File: src/rtl/ysyx_23060337_pkg.sv
// Shared types and constants for the ysyx_23060337 instruction fetch unit.
package ysyx_23060337_pkg;

  localparam int unsigned INST_W  = 32;
  localparam int unsigned STATE_W = 3;

  localparam logic [INST_W-1:0] RESET_PC_DEF = 32'h8000_0000;
  localparam logic [INST_W-1:0] PC_STEP      = 32'd4;

  typedef enum logic [STATE_W-1:0] {
    S_REQ   = 3'd0,
    S_WAIT  = 3'd1,
    S_DROP  = 3'd2,
    S_HOLD  = 3'd3,
    S_FAULT = 3'd4
  } ifu_state_e;

  typedef enum logic [1:0] {
    PC_HOLD  = 2'd0,
    PC_INC   = 2'd1,
    PC_REDIR = 2'd2,
    PC_PEND  = 2'd3
  } pc_sel_e;

  typedef struct packed {
    logic [INST_W-1:0] pc;
    logic [INST_W-1:0] inst;
  } fetch_pkt_t;

endpackage

File: src/rtl/ysyx_23060337_ifu_if.sv
// Fetch-unit bus bundle: imem request/response, execute redirect and decode output.
interface ysyx_23060337_ifu_if;
  import ysyx_23060337_pkg::*;

  logic              imem_req_valid;
  logic              imem_req_ready;
  logic [INST_W-1:0] imem_req_addr;
  logic              imem_rsp_valid;
  logic [INST_W-1:0] imem_rsp_data;
  logic              redirect_valid;
  logic [INST_W-1:0] redirect_pc;
  logic              out_valid;
  logic              out_ready;
  logic [INST_W-1:0] out_pc;
  logic [INST_W-1:0] out_inst;
  logic              fetch_fault;

  modport master (
    output imem_req_valid, imem_req_addr, out_valid, out_pc, out_inst, fetch_fault,
    input  imem_req_ready, imem_rsp_valid, imem_rsp_data, redirect_valid, redirect_pc,
           out_ready
  );

  modport slave (
    input  imem_req_valid, imem_req_addr, out_valid, out_pc, out_inst, fetch_fault,
    output imem_req_ready, imem_rsp_valid, imem_rsp_data, redirect_valid, redirect_pc,
           out_ready
  );

endinterface

File: src/rtl/ysyx_23060337_pc_reg.sv
// Program counter register with next-pc select (hold / +4 / redirect / pending target).
module ysyx_23060337_pc_reg
  import ysyx_23060337_pkg::*;
#(
  parameter logic [INST_W-1:0] RESET_PC = RESET_PC_DEF
) (
  input  logic              clk,
  input  logic              rst,
  input  pc_sel_e           sel,
  input  logic [INST_W-1:0] redirect_pc,
  input  logic [INST_W-1:0] pend_pc,
  output logic [INST_W-1:0] pc
);

  logic [INST_W-1:0] pc_d;

  // Sequential step wraps naturally at 2^32.
  always_comb begin
    pc_d = pc;
    case (sel)
      PC_INC:   pc_d = pc + PC_STEP;
      PC_REDIR: pc_d = redirect_pc;
      PC_PEND:  pc_d = pend_pc;
      default:  pc_d = pc;
    endcase
  end

  always_ff @(posedge clk or posedge rst) begin
    if (rst) pc <= RESET_PC;
    else     pc <= pc_d;
  end

endmodule

File: src/rtl/ysyx_23060337_ifu.sv
// Instruction fetch: single-outstanding imem reads, one-entry output buffer to decode.
// Optional misaligned-redirect trap enabled by YSYX_23060337_IFU_ALIGN_CHK_EN.
module ysyx_23060337_ifu
  import ysyx_23060337_pkg::*;
#(
  parameter logic [INST_W-1:0] RESET_PC = RESET_PC_DEF
) (
  input logic                clk,
  input logic                rst,
  ysyx_23060337_ifu_if.master bus
);

  ifu_state_e        state_q, state_d;
  logic              pend_valid_q, pend_valid_d;
  logic [INST_W-1:0] pend_pc_q, pend_pc_d;
  logic              out_valid_q, out_valid_d;
  fetch_pkt_t        out_q, out_d;
  pc_sel_e           pc_sel;
  logic [INST_W-1:0] pc;
  logic [INST_W-1:0] redir_tgt;
  logic              redir_bad;

`ifdef YSYX_23060337_IFU_ALIGN_CHK_EN
  assign redir_bad       = bus.redirect_valid && (bus.redirect_pc[1:0] != 2'b00);
  assign redir_tgt       = bus.redirect_pc;
  assign bus.fetch_fault = (state_q == S_FAULT);
`else
  logic unused_redir_lo;
  assign unused_redir_lo = ^bus.redirect_pc[1:0];
  assign redir_bad       = 1'b0;
  assign redir_tgt       = {bus.redirect_pc[INST_W-1:2], 2'b00};
  assign bus.fetch_fault = 1'b0;
`endif

  ysyx_23060337_pc_reg #(.RESET_PC(RESET_PC)) u_pc_reg (
    .clk         (clk),
    .rst         (rst),
    .sel         (pc_sel),
    .redirect_pc (redir_tgt),
    .pend_pc     (pend_pc_q),
    .pc          (pc)
  );

  assign bus.imem_req_valid = (state_q == S_REQ);
  assign bus.imem_req_addr  = pc;
  assign bus.out_valid      = out_valid_q;
  assign bus.out_pc         = out_q.pc;
  assign bus.out_inst       = out_q.inst;

  always_ff @(posedge clk or posedge rst) begin
    if (rst) begin
      state_q      <= S_REQ;
      pend_valid_q <= 1'b0;
      pend_pc_q    <= '0;
      out_valid_q  <= 1'b0;
      out_q        <= '0;
    end else begin
      state_q      <= state_d;
      pend_valid_q <= pend_valid_d;
      pend_pc_q    <= pend_pc_d;
      out_valid_q  <= out_valid_d;
      out_q        <= out_d;
    end
  end

  // Redirects are parked in pend_pc while a request is in flight so the address never moves mid-handshake.
  always_comb begin
    state_d      = state_q;
    pend_valid_d = pend_valid_q;
    pend_pc_d    = pend_pc_q;
    out_valid_d  = out_valid_q;
    out_d        = out_q;
    pc_sel       = PC_HOLD;

    if (redir_bad && state_q != S_FAULT) begin
      state_d      = S_FAULT;
      out_valid_d  = 1'b0;
      pend_valid_d = 1'b0;
    end else begin
      case (state_q)
        S_REQ: begin
          if (bus.redirect_valid) begin
            pend_pc_d    = redir_tgt;
            pend_valid_d = 1'b1;
          end
          if (bus.imem_req_ready)
            state_d = (bus.redirect_valid || pend_valid_q) ? S_DROP : S_WAIT;
        end
        S_WAIT: begin
          if (bus.redirect_valid) begin
            if (bus.imem_rsp_valid) begin
              pc_sel       = PC_REDIR;
              pend_valid_d = 1'b0;
              state_d      = S_REQ;
            end else begin
              pend_pc_d    = redir_tgt;
              pend_valid_d = 1'b1;
              state_d      = S_DROP;
            end
          end else if (bus.imem_rsp_valid) begin
            out_d.pc    = pc;
            out_d.inst  = bus.imem_rsp_data;
            out_valid_d = 1'b1;
            state_d     = S_HOLD;
          end
        end
        S_DROP: begin
          if (bus.imem_rsp_valid) begin
            pc_sel       = bus.redirect_valid ? PC_REDIR : PC_PEND;
            pend_valid_d = 1'b0;
            state_d      = S_REQ;
          end else if (bus.redirect_valid) begin
            pend_pc_d = redir_tgt;
          end
        end
        S_HOLD: begin
          if (bus.redirect_valid) begin
            pc_sel      = PC_REDIR;
            out_valid_d = 1'b0;
            state_d     = S_REQ;
          end else if (bus.out_ready) begin
            pc_sel      = PC_INC;
            out_valid_d = 1'b0;
            state_d     = S_REQ;
          end
        end
        S_FAULT: begin
          out_valid_d  = 1'b0;
          pend_valid_d = 1'b0;
        end
        default: state_d = S_REQ;
      endcase
    end
  end

endmodule

File: src/flat_wrapper.sv
// flat-port wrapper written by rule: the top's interface ports become plain ports
module ysyx_23060337_ifu_flat import ysyx_23060337_pkg::*;
#(
  parameter logic [INST_W-1:0] RESET_PC = RESET_PC_DEF
)
  (clk, rst, bus_imem_req_valid, bus_imem_req_addr, bus_out_valid, bus_out_pc, bus_out_inst, bus_fetch_fault, bus_imem_req_ready, bus_imem_rsp_valid, bus_imem_rsp_data, bus_redirect_valid, bus_redirect_pc, bus_out_ready);
  ysyx_23060337_ifu_if bus_i ();
  input logic clk;
  input logic rst;
  output wire logic [$bits(bus_i.imem_req_valid)-1:0] bus_imem_req_valid;
  output wire logic [$bits(bus_i.imem_req_addr)-1:0] bus_imem_req_addr;
  output wire logic [$bits(bus_i.out_valid)-1:0] bus_out_valid;
  output wire logic [$bits(bus_i.out_pc)-1:0] bus_out_pc;
  output wire logic [$bits(bus_i.out_inst)-1:0] bus_out_inst;
  output wire logic [$bits(bus_i.fetch_fault)-1:0] bus_fetch_fault;
  input wire logic [$bits(bus_i.imem_req_ready)-1:0] bus_imem_req_ready;
  input wire logic [$bits(bus_i.imem_rsp_valid)-1:0] bus_imem_rsp_valid;
  input wire logic [$bits(bus_i.imem_rsp_data)-1:0] bus_imem_rsp_data;
  input wire logic [$bits(bus_i.redirect_valid)-1:0] bus_redirect_valid;
  input wire logic [$bits(bus_i.redirect_pc)-1:0] bus_redirect_pc;
  input wire logic [$bits(bus_i.out_ready)-1:0] bus_out_ready;
  assign bus_imem_req_valid = bus_i.imem_req_valid;
  assign bus_imem_req_addr = bus_i.imem_req_addr;
  assign bus_out_valid = bus_i.out_valid;
  assign bus_out_pc = bus_i.out_pc;
  assign bus_out_inst = bus_i.out_inst;
  assign bus_fetch_fault = bus_i.fetch_fault;
  assign bus_i.imem_req_ready = bus_imem_req_ready;
  assign bus_i.imem_rsp_valid = bus_imem_rsp_valid;
  assign bus_i.imem_rsp_data = bus_imem_rsp_data;
  assign bus_i.redirect_valid = bus_redirect_valid;
  assign bus_i.redirect_pc = bus_redirect_pc;
  assign bus_i.out_ready = bus_out_ready;
  ysyx_23060337_ifu #(.RESET_PC(RESET_PC)) u_core (.clk(clk), .rst(rst), .bus(bus_i));
endmodule
File: config.mk
export PLATFORM = sky130hd
export DESIGN_NAME = ysyx_23060337_ifu_flat
export DESIGN_NICKNAME = d
export VERILOG_FILES = /design/src/rtl/ysyx_23060337_pkg.sv /design/src/rtl/ysyx_23060337_ifu_if.sv /design/src/rtl/ysyx_23060337_pc_reg.sv /design/src/rtl/ysyx_23060337_ifu.sv /design/src/flat_wrapper.sv
export SDC_FILE = /design/constraint.sdc
export NUM_CORES = 1
export LEC_CHECK = 0
export CAP_MARGIN = 20
export CORE_ASPECT_RATIO = 1.2
export CORE_MARGIN = 2
export CORE_UTILIZATION = 34
export DETAILED_ROUTE_END_ITERATION = 8
export HOLD_SLACK_MARGIN = 0.03
export PLACE_DENSITY = 0.6
export SYNTH_ARGS = -nofsm -noshare
export SYNTH_HDL_FRONTEND = slang
export SYNTH_HIERARCHICAL = 1
export SYNTH_SLANG_ARGS = --single-unit
File: constraint.sdc
create_clock -name clk -period 5.4 [get_ports clk]
set_clock_uncertainty 0.15 [all_clocks]
set_input_delay 1.62 -clock clk [delete_from_list [all_inputs] [get_ports clk]]
set_output_delay 1.62 -clock clk [all_outputs]
set_load 0.03 [all_outputs]
# Word level (Yosys, flattened, before mapping)
# Index checks and enable logic that the tools add are counted.
# classes
addsub	1
eq_ne	17
muxes	32
bitwise_logic	2
n_reduce_logical	11
# op_table
operator	n
case mux 32 bit (3 select lines)	2
two-way mux 32 bit	4
adder 32 x 3 -> 32 bit, second input constant	1
two-way mux 3 bit	6
case mux 3 bit (5 select lines)	1
two-way mux 2 bit	6
inequality test 2 bit, second input constant	6
AND reduction 4 bit	3
two-way mux 1 bit	10
nonzero test 3 bit	3
== test 3 x 2 -> 1 bit, second input constant	2
inequality test 3 bit, second input constant	2
case mux 2 bit (3 select lines)	1
AND reduction 5 bit	1
== test 2 bit, second input constant	2
inequality test 2 x 1 -> 1 bit, second input constant	2
case mux 1 bit (4 select lines)	1
nonzero test 4 bit	1
== test 3 x 1 -> 1 bit, second input constant	1
== test 3 bit, second input constant	1
logical NOT 3 bit	1
case mux 1 bit (3 select lines)	1
AND reduction 3 bit	1
== test 2 x 1 -> 1 bit, second input constant	1
2 further kinds	3
# totals
ff_bits	133
output_inout_bits	99

# Logic depth before layout (Yosys ltp)
# logic_depth
ltp_word	5
ltp_mapped	9
depth_no_buf	6

# Modules after synthesis
# The synthesis kept the hierarchy.
# by_module_without_submodules
mod	instances	cells_each	area_per_inst_um2
ysyx_23060337_ifu	1	239	3873.7
ysyx_23060337_pc_reg	1	247	2318.5

# Worst setup path after synthesis
# No wires, ideal clock.
# synth_timing
kind	input to register
from	in bus_redirect_valid
to	reg u_core.u_pc_reg.pc[27]
setup_time_ps	82
arrival_ps	3386
t_required_ps	5168
slack_ps	1782
path_stages	7
path_buffers	2
cell_sequence	buf_2 > nor3b_1 > and3_1 > buf_2 > nand3_1 > or4_1 > a31oi_1
# synth_via
elab_chain_cells	5
elab_cells_between_ends	10
# synth_lines
element	line	rtl
start: declaration	flat_wrapper.sv:19	input wire logic [$bits(bus_i.redirect_valid)-1:0] bus_redirect_valid;
two-way mux 1 bit	ysyx_23060337_ifu.sv:109	pc_sel = bus.redirect_valid ? PC_REDIR : PC_PEND;
two-way mux 2 bit	ysyx_23060337_ifu.sv:108	if (bus.imem_rsp_valid) begin
case mux 2 bit (3 select lines) *	ysyx_23060337_ifu.sv:80	case (state_q)
net u_core.pc_sel[0]	ysyx_23060337_ifu.sv:18	pc_sel_e pc_sel;
== test 2 bit or == test 2 x 1 -> 1 bit (tied branches)	ysyx_23060337_pc_reg.sv:20	case (sel)
case mux 32 bit (3 select lines) or nonzero test 3 bit (tied branches)	n/a	
end signal: assignment	ysyx_23060337_pc_reg.sv:30	else pc <= pc_d;
end: declaration	ysyx_23060337_pc_reg.sv:12	output logic [INST_W-1:0] pc
# Mark *: on every way through the listed nets, which the timed path passes. The rest lies on a longest branch.
# A chain may end at the register's enable or synchronous reset.

# Worst setup path in the final report
# layout_timing
from	in bus_imem_rsp_valid
to	reg u_core.u_pc_reg.pc[27]
# layout_via
elab_cells_between_ends	9
# layout_rtl
element	line	rtl
start: declaration	flat_wrapper.sv:17	input wire logic [$bits(bus_i.imem_rsp_valid)-1:0] bus_imem_rsp_valid;
two-way mux 2 bit *	ysyx_23060337_ifu.sv:108	
case mux 2 bit (3 select lines) *	ysyx_23060337_ifu.sv:80	
net u_core.pc_sel[0]	ysyx_23060337_ifu.sv:18	
== test 2 bit or == test 2 x 1 -> 1 bit (tied branches)	ysyx_23060337_pc_reg.sv:20	
case mux 32 bit (3 select lines) or nonzero test 3 bit (tied branches)	n/a	
# Marked as above.

==> qor.yml <==
status: "completed"
start_util_pct: 34.3
synth_edf_count: 0
synth_common_cells: "dfrtp_1, mux2_2, mux2_1, nand2_1, a211oi_1"
numCtsBuffers: 17
place_area_um2: 7960
remaining_drc_errors: 0
clkTransAtPathRegs_ps: 50
clk_latency_ps: 420
crit_buf_inv: 1
syn_inst: 486
antenna_found_initial: 0
cts_setup_buffers: 0
die_y_um: 152
ys_async_sr_fraction_pct: 100
via_per_inst: 5.14
hold_path_depth: 1
timing.fmax_mhz: 247
critical-path-top-delay-family: "simple AND/OR/NAND/NOR gates"
cp_slowest_cell: "clkdlybuf4s50_1"
chipWidth_um: 127
synth_most_common_cell: "dfrtp_1"
stdcell_count: 887
tns_ps: 0
hpwl_um: 11100
yosysTopAreaCell: "dfrtp_1"
num_vias: 4558
synth_area_leaders: "dfrtp_1, mux2_2, mux2_1, buf_6, mux2i_1"
crit_path_end: "u_core/u_pc_reg/pc[27]"
fin_crit_ps: 4050
synth_area_um2: 6190
drive_gt1_share_pct: 16.9
cts_tree: "built"
synth-warning-count: 6
max-slew-margin-rel_pct: 60.1
grt-ovfl-total: 0
power_density_nw_per_um2: 598
reg2reg_slack_ps: 2580
syn_area_per_cell_um2: 12.7
period_share_pct: 75.0
core_area_um2: 18000
startpoint: "bus_imem_rsp_valid"
clock_sinks: 130
cts_resized: 0
grt_pass1_vias: 4673
regToRegEndpoint: "u_core/u_pc_reg/pc[27]"
track_usage_pct: 16.5
synth-seq-cells: 130
reg2reg_depth: 6
synth_cell_type_count: 52
firstDrtPassIters: 4
cts_buffer_depth: 2
holdWs_ps: 333
tightestPinTransition_ps: 599
vdd_drop_max_mv: 0.254
syn2layout_area_growth_pct: 37.9
final_antenna_net_count: 0
ys_seq_area_share_pct: 52.6
totalWireLength_um: 15200
yosysTopAreaCellShare_pct: 52.1
required_ps: 5590
cpPeakStageDelay_ps: 690
startpoint_type: "input pin"
criticalPathCategory: "input pin to flop"
p_leak_nw: 3.47
port_buffers: 165
cts-root-buf: "clkbuf_16"
ctsHtreeMaxLevel: 4
synthFlopType: "dfrtp_1"
cts_hold_buf: 0
diodes: 0
top_level_ports: 169
num-fill-cells: 1630
placementRows: 54
post-route-cell-area_um2: 8540
path_cells: "clkdlybuf4s50_1 -> mux2i_1 -> nor3b_2 -> and3_1 -> nand3_1 -> or4_1 -> a31oi_1"
drv_cap: 0
grt_pass1_wl_um: 25200
endpoint_kind: "flop"
dieArea_um2: 19300
grt_max_degree: 82
setup_violations: 0
nets: 721
crit_path_max_fanout: 10
first_iter_violations: 242
routabilityCongestion: 0.783
hold_class: "flop to flop"
final_hold_viol_count: 0
arrival_ps: 4240
post_drt_wl_per_cell_um: 17.2
timing.rr.start: "u_core/state_q[0]"
path_depth: 7
dp.cells: 854
rsz0062_at_grt: "no"
drv_slew: 0
-- logic make-up (layout without fill, tap and decap cells) --
family | after synthesis | in the layout | share of synthesized area, %
AOI/OAI and AO/OA | 81 | 81 | 9.01
xor gates and xnor gates | 10 | 10 | 1.41
adders and majority gates | 1 | 1 | 0.202
buffers and inverters | 39 | 212 | 4.77
DFF | 130 | 130 | 52.6
muxes | 113 | 113 | 20.4
other | 1 | 5 | 0.0606
and+or+nand+nor | 111 | 111 | 11.6
-- final cells by class --
cell class / instances / area [um^2] / area share, %
tap: 224 / 280 / 3.28
timing repair buffer: 175 / 1760 / 20.6
multi-input combinational: 321 / 2670 / 31.3
sequential: 130 / 3250 / 38.1
clock buffer: 18 / 439 / 5.14
clock inverter: 14 / 115 / 1.35
inverter: 5 / 21.3 / 0.249
-- how the worst min path moves through the flow --
stage | start | to | slack [ps]
floorplan | u_core/pend_pc_q[5] | u_core/pend_pc_q[5] | 320
global placement | u_core/bus.out_inst[25] | u_core/bus.out_inst[25] | 320
detailed placement | u_core/bus.out_pc[15] | u_core/bus.out_pc[15] | 330
CTS | u_core/bus.out_pc[15] | u_core/bus.out_pc[15] | 340
global route | u_core/bus.out_inst[2] | u_core/bus.out_inst[2] | 350
finish | u_core/bus.out_pc[15] | u_core/bus.out_pc[15] | 330
-- cell usage in the layout, fill, tap and decap left out, types with 9 or more instances in the layout --
| master | instances |
|---|---|
| a21oi_1 | 13 |
| nand4_1 | 10 |
| nand3_1 | 9 |
| o211ai_1 | 10 |
| clkbuf_16 | 17 |
| mux2_2 | 56 |
| xor2_1 | 9 |
| mux2_1 | 41 |
| a31oi_1 | 10 |
| dfrtp_1 | 129 |
| mux2i_1 | 15 |
| a211oi_1 | 17 |
| nand2_1 | 20 |
| nor2b_1 | 14 |
| or4_1 | 11 |
| clkdlybuf4s50_1 | 165 |
-- power breakdown --
part / leakage, nW / internal [mW] / switching [mW]
clock network: 0.264 / 0.640 / 0.430
logic: 1.62 / 1.01 / 1.23
registers: 1.59 / 1.39 / 0.401
-- state kept, by name (all words and copies together), names as in the netlist --
name	flops
u_core/state_q	2
u_core/pend_valid_q	1
u_core/u_pc_reg/pc	32
u_core/bus.out_valid	1
u_core/pend_pc_q	30
u_core/bus.out_pc	32
u_core/bus.out_inst	32
-- through the flow --
stage          util (%)  total power, mW  worst slack [ps]
2_1_floorplan         -             3.09              1070
3_3_place_gp       44.1             4.00               943
3_5_place_dp       44.1             4.07               917
4_1_cts            47.2             5.15              1370
5_1_grt            47.3             5.39              1260
6_report           47.3             5.10              1350
-- worst reg2reg max path, stage by stage (launching register included) --
cell     delay [ps]
dfrtp_1         650
mux2i_1         170
nor3b_2         310
and3_1          400
nand3_1         330
or4_1           560
a31oi_1         170
-- layer usage --
layer  vias up  track usage (%)  wire, um
met5         -                0         0
met4         0             8.48       539
met3        37             3.42       625
met2       143             25.6      7240
met1      2242             21.7      6840
li1       2136                -         -
Note: power is estimated with default switching activity, not from simulation.
